**src/rtl/sha256_job_scheduler_if.sv**
```systemverilog
// Bundles the host batch command and the per-core launch/done signals of the
// SHA-256 job scheduler; slave is the scheduler, master is its environment.
interface sha256_job_scheduler_if #(
  parameter int unsigned NUM_CORES = 4
);
  logic                 start;
  logic [31:0]          nonce_base;
  logic [15:0]          num_nonces;
  logic [15:0]          output_addr;
  logic                 done;
  logic [NUM_CORES-1:0] core_start;
  logic [31:0]          core_nonce;
  logic [15:0]          core_output_addr;
  logic [NUM_CORES-1:0] core_done;
  logic [15:0]          jobs_completed;

  modport slave (
    input  start, nonce_base, num_nonces, output_addr, core_done,
    output done, core_start, core_nonce, core_output_addr, jobs_completed
  );

  modport master (
    output start, nonce_base, num_nonces, output_addr, core_done,
    input  done, core_start, core_nonce, core_output_addr, jobs_completed
  );
endinterface

```
**src/rtl/sha256_job_scheduler.sv**
```systemverilog
// Round-robin dispatcher of a nonce batch onto NUM_CORES SHA-256 cores,
// tracking each core FREE -> LAUNCHED -> RUNNING -> FREE via its done level.
module sha256_job_scheduler #(
  parameter int unsigned NUM_CORES  = 4,
  parameter int unsigned OUT_STRIDE = 8
) (
  input logic                   clk,
  input logic                   reset,
  sha256_job_scheduler_if.slave bus
);

  localparam int unsigned PW = (NUM_CORES > 1) ? $clog2(NUM_CORES) : 1;

  typedef enum logic [1:0] {S_IDLE, S_DISPATCH, S_DRAIN} state_e;
  typedef enum logic [1:0] {T_FREE, T_LAUNCHED, T_RUNNING} trk_e;

  state_e               state_q, state_d;
  trk_e                 trk_q [NUM_CORES];
  trk_e                 trk_d [NUM_CORES];
  logic [31:0]          nonce_base_q, nonce_base_d;
  logic [15:0]          addr_base_q, addr_base_d;
  logic [15:0]          remaining_q, remaining_d;
  logic [15:0]          job_idx_q, job_idx_d;
  logic [PW-1:0]        ptr_q, ptr_d;
  logic [15:0]          jobs_q, jobs_d;
  logic [NUM_CORES-1:0] core_start_q, core_start_d;
  logic [31:0]          core_nonce_q, core_nonce_d;
  logic [15:0]          core_addr_q, core_addr_d;

  logic                 pick_found;
  logic [PW-1:0]        pick_idx;
  logic                 all_free;
  logic [4:0]           fin_cnt;
  logic [16:0]          jobs_sum;
  logic [15:0]          addr_offs;

  assign addr_offs = 16'(OUT_STRIDE) * job_idx_q;

  // First FREE tracker at or after the pointer, wrapping; registered state only,
  // so a core freed on this edge is not picked until the next one.
  always_comb begin
    pick_found = 1'b0;
    pick_idx   = '0;
    all_free   = 1'b1;
    for (int unsigned i = 0; i < NUM_CORES; i++) begin
      logic [PW-1:0] cand;
      cand = PW'((32'(ptr_q) + i) % NUM_CORES);
      if (!pick_found && trk_q[cand] == T_FREE) begin
        pick_found = 1'b1;
        pick_idx   = cand;
      end
      if (trk_q[i] != T_FREE) all_free = 1'b0;
    end
  end

  always_comb begin
    state_d      = state_q;
    nonce_base_d = nonce_base_q;
    addr_base_d  = addr_base_q;
    remaining_d  = remaining_q;
    job_idx_d    = job_idx_q;
    ptr_d        = ptr_q;
    jobs_d       = jobs_q;
    core_start_d = '0;
    core_nonce_d = core_nonce_q;
    core_addr_d  = core_addr_q;
    fin_cnt      = '0;
    jobs_sum     = '0;
    for (int unsigned k = 0; k < NUM_CORES; k++) trk_d[k] = trk_q[k];

    if (state_q != S_IDLE) begin
      for (int unsigned k = 0; k < NUM_CORES; k++) begin
        case (trk_q[k])
          T_LAUNCHED: if (!bus.core_done[k]) trk_d[k] = T_RUNNING;
          T_RUNNING: begin
            if (bus.core_done[k]) begin
              trk_d[k] = T_FREE;
              fin_cnt  = fin_cnt + 5'd1;
            end
          end
          default: ;
        endcase
      end
      jobs_sum = {1'b0, jobs_q} + 17'(fin_cnt);
      jobs_d   = jobs_sum[16] ? '1 : jobs_sum[15:0];
    end

    case (state_q)
      S_IDLE: begin
        if (bus.start) begin
          nonce_base_d = bus.nonce_base;
          addr_base_d  = bus.output_addr;
          remaining_d  = bus.num_nonces;
          job_idx_d    = '0;
          jobs_d       = '0;
          ptr_d        = '0;
          state_d      = S_DISPATCH;
        end
      end
      S_DISPATCH: begin
        if (remaining_q == '0) begin
          state_d = S_DRAIN;
        end else if (pick_found) begin
          core_start_d[pick_idx] = 1'b1;
          core_nonce_d           = nonce_base_q + {16'd0, job_idx_q};
          core_addr_d            = addr_base_q + addr_offs;
          trk_d[pick_idx]        = T_LAUNCHED;
          remaining_d            = remaining_q - 16'd1;
          job_idx_d              = job_idx_q + 16'd1;
          ptr_d = (pick_idx == PW'(NUM_CORES - 1)) ? '0 : pick_idx + PW'(1);
        end
      end
      S_DRAIN: begin
        if (all_free) state_d = S_IDLE;
      end
      default: state_d = S_IDLE;
    endcase
  end

  always_ff @(posedge clk) begin
    if (reset) begin
      state_q      <= S_IDLE;
      nonce_base_q <= '0;
      addr_base_q  <= '0;
      remaining_q  <= '0;
      job_idx_q    <= '0;
      ptr_q        <= '0;
      jobs_q       <= '0;
      core_start_q <= '0;
      core_nonce_q <= '0;
      core_addr_q  <= '0;
      for (int unsigned k = 0; k < NUM_CORES; k++) trk_q[k] <= T_FREE;
    end else begin
      state_q      <= state_d;
      nonce_base_q <= nonce_base_d;
      addr_base_q  <= addr_base_d;
      remaining_q  <= remaining_d;
      job_idx_q    <= job_idx_d;
      ptr_q        <= ptr_d;
      jobs_q       <= jobs_d;
      core_start_q <= core_start_d;
      core_nonce_q <= core_nonce_d;
      core_addr_q  <= core_addr_d;
      for (int unsigned k = 0; k < NUM_CORES; k++) trk_q[k] <= trk_d[k];
    end
  end

  assign bus.done             = (state_q == S_IDLE);
  assign bus.core_start       = core_start_q;
  assign bus.core_nonce       = core_nonce_q;
  assign bus.core_output_addr = core_addr_q;
  assign bus.jobs_completed   = jobs_q;

endmodule

```
**src/flat_wrapper.sv**
```systemverilog
// flat-port wrapper written by rule: the top's interface ports become plain ports
module sha256_job_scheduler_flat 
#(
  parameter int unsigned NUM_CORES  = 4,
  parameter int unsigned OUT_STRIDE = 8
)
  (clk, reset, bus_start, bus_nonce_base, bus_num_nonces, bus_output_addr, bus_core_done, bus_done, bus_core_start, bus_core_nonce, bus_core_output_addr, bus_jobs_completed);
  sha256_job_scheduler_if #(.NUM_CORES(NUM_CORES)) bus_i ();
  input logic clk;
  input logic reset;
  input wire logic [$bits(bus_i.start)-1:0] bus_start;
  input wire logic [$bits(bus_i.nonce_base)-1:0] bus_nonce_base;
  input wire logic [$bits(bus_i.num_nonces)-1:0] bus_num_nonces;
  input wire logic [$bits(bus_i.output_addr)-1:0] bus_output_addr;
  input wire logic [$bits(bus_i.core_done)-1:0] bus_core_done;
  output wire logic [$bits(bus_i.done)-1:0] bus_done;
  output wire logic [$bits(bus_i.core_start)-1:0] bus_core_start;
  output wire logic [$bits(bus_i.core_nonce)-1:0] bus_core_nonce;
  output wire logic [$bits(bus_i.core_output_addr)-1:0] bus_core_output_addr;
  output wire logic [$bits(bus_i.jobs_completed)-1:0] bus_jobs_completed;
  assign bus_i.start = bus_start;
  assign bus_i.nonce_base = bus_nonce_base;
  assign bus_i.num_nonces = bus_num_nonces;
  assign bus_i.output_addr = bus_output_addr;
  assign bus_i.core_done = bus_core_done;
  assign bus_done = bus_i.done;
  assign bus_core_start = bus_i.core_start;
  assign bus_core_nonce = bus_i.core_nonce;
  assign bus_core_output_addr = bus_i.core_output_addr;
  assign bus_jobs_completed = bus_i.jobs_completed;
  sha256_job_scheduler #(.NUM_CORES(NUM_CORES), .OUT_STRIDE(OUT_STRIDE)) u_core (.clk(clk), .reset(reset), .bus(bus_i));
endmodule
```
**config.mk**
```make
export PLATFORM = sky130hd
export DESIGN_NAME = sha256_job_scheduler_flat
export DESIGN_NICKNAME = d
export VERILOG_FILES = /design/src/rtl/sha256_job_scheduler_if.sv /design/src/rtl/sha256_job_scheduler.sv /design/src/flat_wrapper.sv
export SDC_FILE = /design/constraint.sdc
export NUM_CORES = 1
export LEC_CHECK = 0
export BUFFER_PORTS_ARGS = -buffer_cell sky130_fd_sc_hd__buf_2
export CAP_MARGIN = 30
export CORE_MARGIN = 2
export CORE_UTILIZATION = 35
export CTS_BUF_LIST = sky130_fd_sc_hd__clkbuf_16
export DETAILED_ROUTE_END_ITERATION = 7
export PLACE_DENSITY = 0.51
export SETUP_SLACK_MARGIN = 0.05
export SKIP_LAST_GASP = 1
export SLEW_MARGIN = 20
export SYNTH_ARGS = -nofsm -noshare
export SYNTH_HDL_FRONTEND = slang
export SYNTH_SLANG_ARGS = --single-unit
```
**constraint.sdc**
```tcl
create_clock -name clk -period 7.3 [get_ports clk]
set_input_delay 1.095 -clock clk [delete_from_list [all_inputs] [get_ports clk]]
set_output_delay 1.095 -clock clk [all_outputs]
set_load 0.02 [all_outputs]
```
======== Word level (Yosys, flattened, before mapping) ========
Memories as Yosys holds them, arrays and structs flattened. A register that Yosys moved wholly into a read port is not among the register bits.
Index checks and enable logic that the tools add are counted.
word-level totals
  flip-flop bits (word level) ............. 152
  bits in latches ......................... 0
  memory bits (writable) .................. 8
  bits in read-only memories .............. 0
  bits of input ports ..................... 71
  output and inout port bits .............. 69
  logic and storage cells ................. 153
  memories kept ........................... 1
cells by class
  $add $sub $neg .......................... 12
  multipliers ............................. 0
  div/mod/pow operators ................... 0
  $lt $le $gt $ge ......................... 4
  equality and inequality tests ........... 16
  shift-type cells ........................ 0
  multiplexer cells ....................... 74
  bitwise gates (word level) .............. 11
  reduce and logical (&&, ||, !) cells .... 25
memories
  name          words  width  read ports  clocked after memory_dff  write ports  RTL line                    source
  u_core.trk_q  4      2      8           1                         4            sha256_job_scheduler.sv:18  trk_e trk_q [NUM_CORES];
operators by type and width
  operator                                               number
  two-way mux 16 bit                                     10
  case mux 16 bit (2 select lines)                       2
  two-way mux 5 bit                                      11
  two-way mux 2 bit                                      26
  adder 32 x 16 -> 32 bit                                1
  two-way mux 8 bit                                      4
  case mux 2 bit (2 select lines)                        5
  adder 16 x 5 -> 17 bit                                 1
  adder 16 x 1 -> 16 bit, second input constant          1
  adder 16 bit                                           1
  zero test 16 bit                                       1
  subtractor 16 x 1 -> 16 bit, second input constant     1
  adder 5 x 1 -> 5 bit, second input constant            3
  two-way mux 1 bit                                      13
  equality test 2 bit, second input constant             6
  nonzero test 2 bit                                     6
  equality test 2 x 1 -> 1 bit, second input constant    5
  zero test 2 bit                                        5
  inequality test 2 x 1 -> 1 bit, second input constant  3
  case mux 2 bit (3 select lines)                        1
  AND reduction 3 bit                                    2
  logical AND 1 bit                                      5
  adder 2 x 1 -> 2 bit, second input constant            2
  adder 2 bit, second input constant                     2
  17 further kinds                                       25

======== Longest topological paths before layout ========
  word-level depth ........................ 22
  mapped depth ............................ 21

======== Worst setup path before layout ========
OpenSTA, ideal clock, no wires.
  path type ............................... in2reg
  from .................................... in bus_core_done[0]
  to ...................................... reg u_core.jobs_q[12] (netlist: u_core.bus.jobs_completed[12])
  library setup time ...................... 0.132 ns
  arrival ................................. 4.287 ns
  data required time ...................... 7.168 ns
  setup slack ............................. 2.881 ns
  cell stages on the path ................. 19
  cells stage by stage .................... nand2_1 -> inv_1 -> ha_1 -> nand2_1 -> o21ai_0 -> ha_1 -> mux2_2 -> ha_1 -> nor2_1 -> a21oi_1 -> inv_1 -> fa_1 -> nor2b_1 -> o21ai_0 -> a21oi_1 -> nor3b_1 -> nor2_1 -> mux2i_1 -> a21oi_1
on the way
  longest elaborated chain between the ends .. 20
RTL lines
  what                      RTL line                     source
  from (decl)               flat_wrapper.sv:15           input wire logic [$bits(bus_i.core_done)-1:0] bus_core_done;
  two-way mux 1 bit *       sha256_job_scheduler.sv:76   if (bus.core_done[k]) begin
  two-way mux 5 bit *       sha256_job_scheduler.sv:73   case (trk_q[k])
  two-way mux 5 bit *       sha256_job_scheduler.sv:71   if (state_q != S_IDLE) begin
  adder 5 x 1 -> 5 bit      sha256_job_scheduler.sv:78   fin_cnt = fin_cnt + 5'd1;
  two-way mux 5 bit         sha256_job_scheduler.sv:76
  two-way mux 5 bit *       sha256_job_scheduler.sv:73
  two-way mux 5 bit *       sha256_job_scheduler.sv:71
  adder 5 x 1 -> 5 bit      sha256_job_scheduler.sv:78
  [4 not listed]            n/a
  two-way mux 5 bit         sha256_job_scheduler.sv:76
  two-way mux 5 bit *       sha256_job_scheduler.sv:73
  two-way mux 5 bit *       sha256_job_scheduler.sv:71
  adder 16 x 5 -> 17 bit *  sha256_job_scheduler.sv:84   jobs_sum = {1'b0, jobs_q} + 17'(fin_cnt);
  two-way mux 16 bit *      sha256_job_scheduler.sv:85   jobs_d = jobs_sum[16] ? '1 : jobs_sum[15:0];
  two-way mux 16 bit *      sha256_job_scheduler.sv:71
  two-way mux 16 bit        sha256_job_scheduler.sv:90   if (bus.start) begin
  two-way mux 16 bit *      sha256_job_scheduler.sv:88   case (state_q)
  to (signal assigned)      sha256_job_scheduler.sv:140  jobs_q <= jobs_d;
  to (decl)                 sha256_job_scheduler.sv:25   logic [15:0] jobs_q, jobs_d;
Mark *: on every way between the ends. The rest lies on a longest branch, timed or not. The select of a mux whose other input is x is not followed.
A chain may end at the register's enable or synchronous reset.

======== Worst setup path in the final report ========
  from .................................... in bus_core_done[0]
  to ...................................... reg u_core.jobs_q[7] (netlist: u_core.bus.jobs_completed[7])
The elaborated chain is that of the path after synthesis.

==> metrics.md <==
| Metric | Value |
|---|---|
| Count of cell types in the netlist | `65` |
| CTS tree | `built` |
| DPL Wire Length | `16.43 mm` |
| Die Y | `161.1 um` |
| Core Util, Final | `0.4202` |
| Final WL | `23.81 mm` |
| Max clock buf depth | `2` |
| CTS sink count | `162` |
| Pins over their slew limit | `0` |
| Max_slew headroom | `0.4347` |
| DIE AREA | `25960 um2` |
| Crit path time final | `4.848 ns` |
| Crit start category | `primary input` |
| Unrepaired setup endpoints after global routing | `false` |
| CP Class | `in -> reg` |
| Fillcell total | `2566` |
| Max VDD drop | `115.9 uV` |
| First-pass iteration count of the detailed router | `5` |
| Worst R2R Setup Slack | `2.57 ns` |
| Worst Skew | `0.01239 ns` |
| N_diodes | `0` |
| Via/cell ratio | `5.151` |
| R2r startpoint | `u_core.trk_q[0][0]` |
| TritonCTS buffer count | `17` |
| I/O pin count | `140` |
| RD Place Congestion | `0.7711` |
| Net Count, Synth | `1215` |
| FFs w/ async S/R, synth | `0` |
| Vias in the first global route | `7450` |
| Worst-skew pair later-pin latency | `0.43 ns` |
| Wire per inst | `15.57 um` |
| Final nets | `1319` |
| Global-route usage over all layers | `0.1849` |
| IO Port Bufs | `139` |
| Post-route ant nets | `0` |
| CP Data Required Time | `7.65 ns` |
| Mapped Area | `8642 um2` |
| First-pass GRT wire length | `38.90 mm` |
| Initial antenna violation count | `0` |
| Final cycle utilization of the critical path | `0.6641` |
| Top cell type's share of synthesized area | `0.3753` |
| WHS Endpoint | `u_core.bus.core_nonce[13]` |
| Mean area per synthesized cell | `7.943 um2` |
| Die X | `161.1 um` |
| DRT iter0 DRCs | `432` |
| Total core area | `24250 um2` |
| Setup WS pre-CTS | `2.008 ns` |
| Most frequent cells after synthesis | `nand2_1, dfxtp_1, a21oi_1` |
| Root buffer cell | `clkbuf_16` |
| Layout area overhead | `17.91%` |
| PostCTS Resize Cnt | `0` |
| PwrDens | `234.5 nW/um2` |
| PnR worst setup slack | `2.452 ns` |
| Ys flop type | `dfxtp_1` |
| Hold Crit Depth | `2` |
| FF-to-FF End | `u_core.bus.jobs_completed[7]` |
| Number of synthesis warnings | `0` |
| Initial core utilization | `0.3564` |
| # DRC | `0` |
| FF-to-FF path depth | `20` |
| Gate Count Post-Synth | `1088` |
| Top-count cell post-synth | `nand2_1` |
| Worst-margin pin slew | `0.8480 ns` |
| Worst hold margin | `0.4521 ns` |
| Fmax | `0.2063 GHz` |
| Hold buffer count at cts | `0` |
| Worst hold path type | `reg -> reg` |
| Seq cells post-synth | `162` |
| Largest net degree at the start of global routing | `78` |
| Arr. time, crit path | `5.20 ns` |
| Hold_sp | `u_core.bus.core_nonce[13]` |
| Total congestion overflow | `0` |
| Max cap viols | `0` |
| Setup bufs post-CTS | `0` |
| Area leader, netlist | `dfxtp_1` |
| Share of layout cells above drive strength 1 | `0.1568` |
| Worst-path clk slew | `0.06 ns` |
| H-tree depth | `4` |
| Via count | `7876` |
| Static leakage | `4.245 nW` |
| Final setup TNS | `0 ns` |
| Fin. Hold Viols | `0` |
| Critical Path End Type | `register` |
| Row cnt | `57` |
| Max Fanout on Critical Path | `14` |
| Dpl cell area | `9574 um2` |
| Final Setup Violations | `0` |
| Final Cell Area | `10190 um2` |
| Seq/Total Area, Yosys | `0.3753` |
| Post-synth EDFFs | `0` |
| Area contributors post-synth | `dfxtp_1, nand2_1, a21oi_1` |
| Status | `complete, no violations` |
power breakdown:
| group | switching (mW) | leakage, nW | total, mW | internal [mW] |
|---|---|---|---|---|
| Combinational | 0.293 | 2.62 | 0.443 | 0.150 |
| Clock | 0.382 | 0.305 | 0.953 | 0.571 |
| Sequential | 0.0465 | 1.32 | 0.993 | 0.947 |
| Total | 0.722 | 4.24 | 2.39 | 1.67 |
cells in the final DEF, fill, tap and decap left out, drive strengths merged, types with 6 or more instances in the layout:
cell	instances
a211oi	24
a21o	9
a21oi	133
a31oi	13
and2	9
and3	13
and4	7
buf	146
clkbuf	17
dfxtp	162
ha	53
inv	37
nand2	198
nand2b	12
nand3	42
nand4	7
nor2	79
nor3	16
nor3b	6
o2111ai	9
o211ai	15
o21ai	47
o31ai	7
or2	8
xnor2	26
xor2	30
stage by stage:
| step | total power, mW | cells |
|---|---|---|
| 4_1_cts | 2.422 | 1529 |
| 6_report | 2.390 | 1529 |
| 5_1_grt | 2.519 | 1529 |
| 2_1_floorplan | 1.317 | 1088 |
| 3_3_place_gp | 1.460 | 1496 |
| 3_5_place_dp | 1.461 | 1497 |
layer usage:
layer / part of all wire / wire [um] / global-route usage
met1: 0.51 / 12150 / 0.2574
met5: 0 / 0 / 0
met4: 0.0081 / 193 / 0.04180
met3: 0.041 / 980 / 0.03749
met2: 0.44 / 10490 / 0.2961
critical path, stage by stage:
cell     delay, ns
buf_2         0.12
nand2_1       0.09
inv_1         0.05
ha_1          0.26
nand2_1       0.06
o21ai_0       0.18
ha_1          0.34
mux2_2        0.27
ha_1          0.28
nor2_1        0.04
a21oi_1       0.17
inv_1         0.08
fa_1          0.41
nor2b_1       0.15
o21ai_0       0.15
a21oi_1       0.53
nand3_1       0.54
o311a_1       0.29
nor2_1        0.09
state kept, by name (all words and copies together) (netlist names), named ones only:
register                     flops
u_core.bus.core_nonce           32
u_core.nonce_base_q             32
u_core.addr_base_q              16
u_core.bus.core_output_addr     16
u_core.bus.jobs_completed       16
u_core.job_idx_q                16
u_core.remaining_q              16
u_core.trk_q                     8
u_core.bus.core_start            4
u_core.ptr_q                     2
u_core.state_q                   2
worst max-delay path by stage:
stage	from	endpoint	cells past startpoint
after floorplan	bus_core_done[0]	u_core.bus.jobs_completed[12]	19
after global placement	bus_core_done[0]	u_core.bus.jobs_completed[7]	19
after detailed placement	bus_core_done[0]	u_core.bus.jobs_completed[7]	19
after CTS	bus_core_done[0]	u_core.bus.jobs_completed[7]	19
after global routing	bus_core_done[0]	u_core.bus.jobs_completed[7]	19
final	bus_core_done[0]	u_core.bus.jobs_completed[7]	19
cell type report:
cell class | count | area, um2 | share of cell area
multi-input cells | 833 | 5047 | 0.4953
flip-flops and latches | 162 | 3243 | 0.3183
repair buffers | 146 | 758.2 | 0.07441
clock buffers | 17 | 425.4 | 0.04175
well taps | 324 | 405.4 | 0.03978
clock inverters | 15 | 190.2 | 0.01866
inverters | 32 | 120.1 | 0.01179
cells by family after synthesis:
group / Yosys count / synth area share
AOI/OAI and AO/OA: 301 / 0.2144
xor gates and xnor gates: 56 / 0.05675
adders and majority gates: 56 / 0.08368
buffers and inverters: 93 / 0.04503
DFF: 162 / 0.3753
muxes: 3 / 0.005067
and+or+nand+nor: 417 / 0.2198
Note: power is estimated with default switching activity, not from simulation.
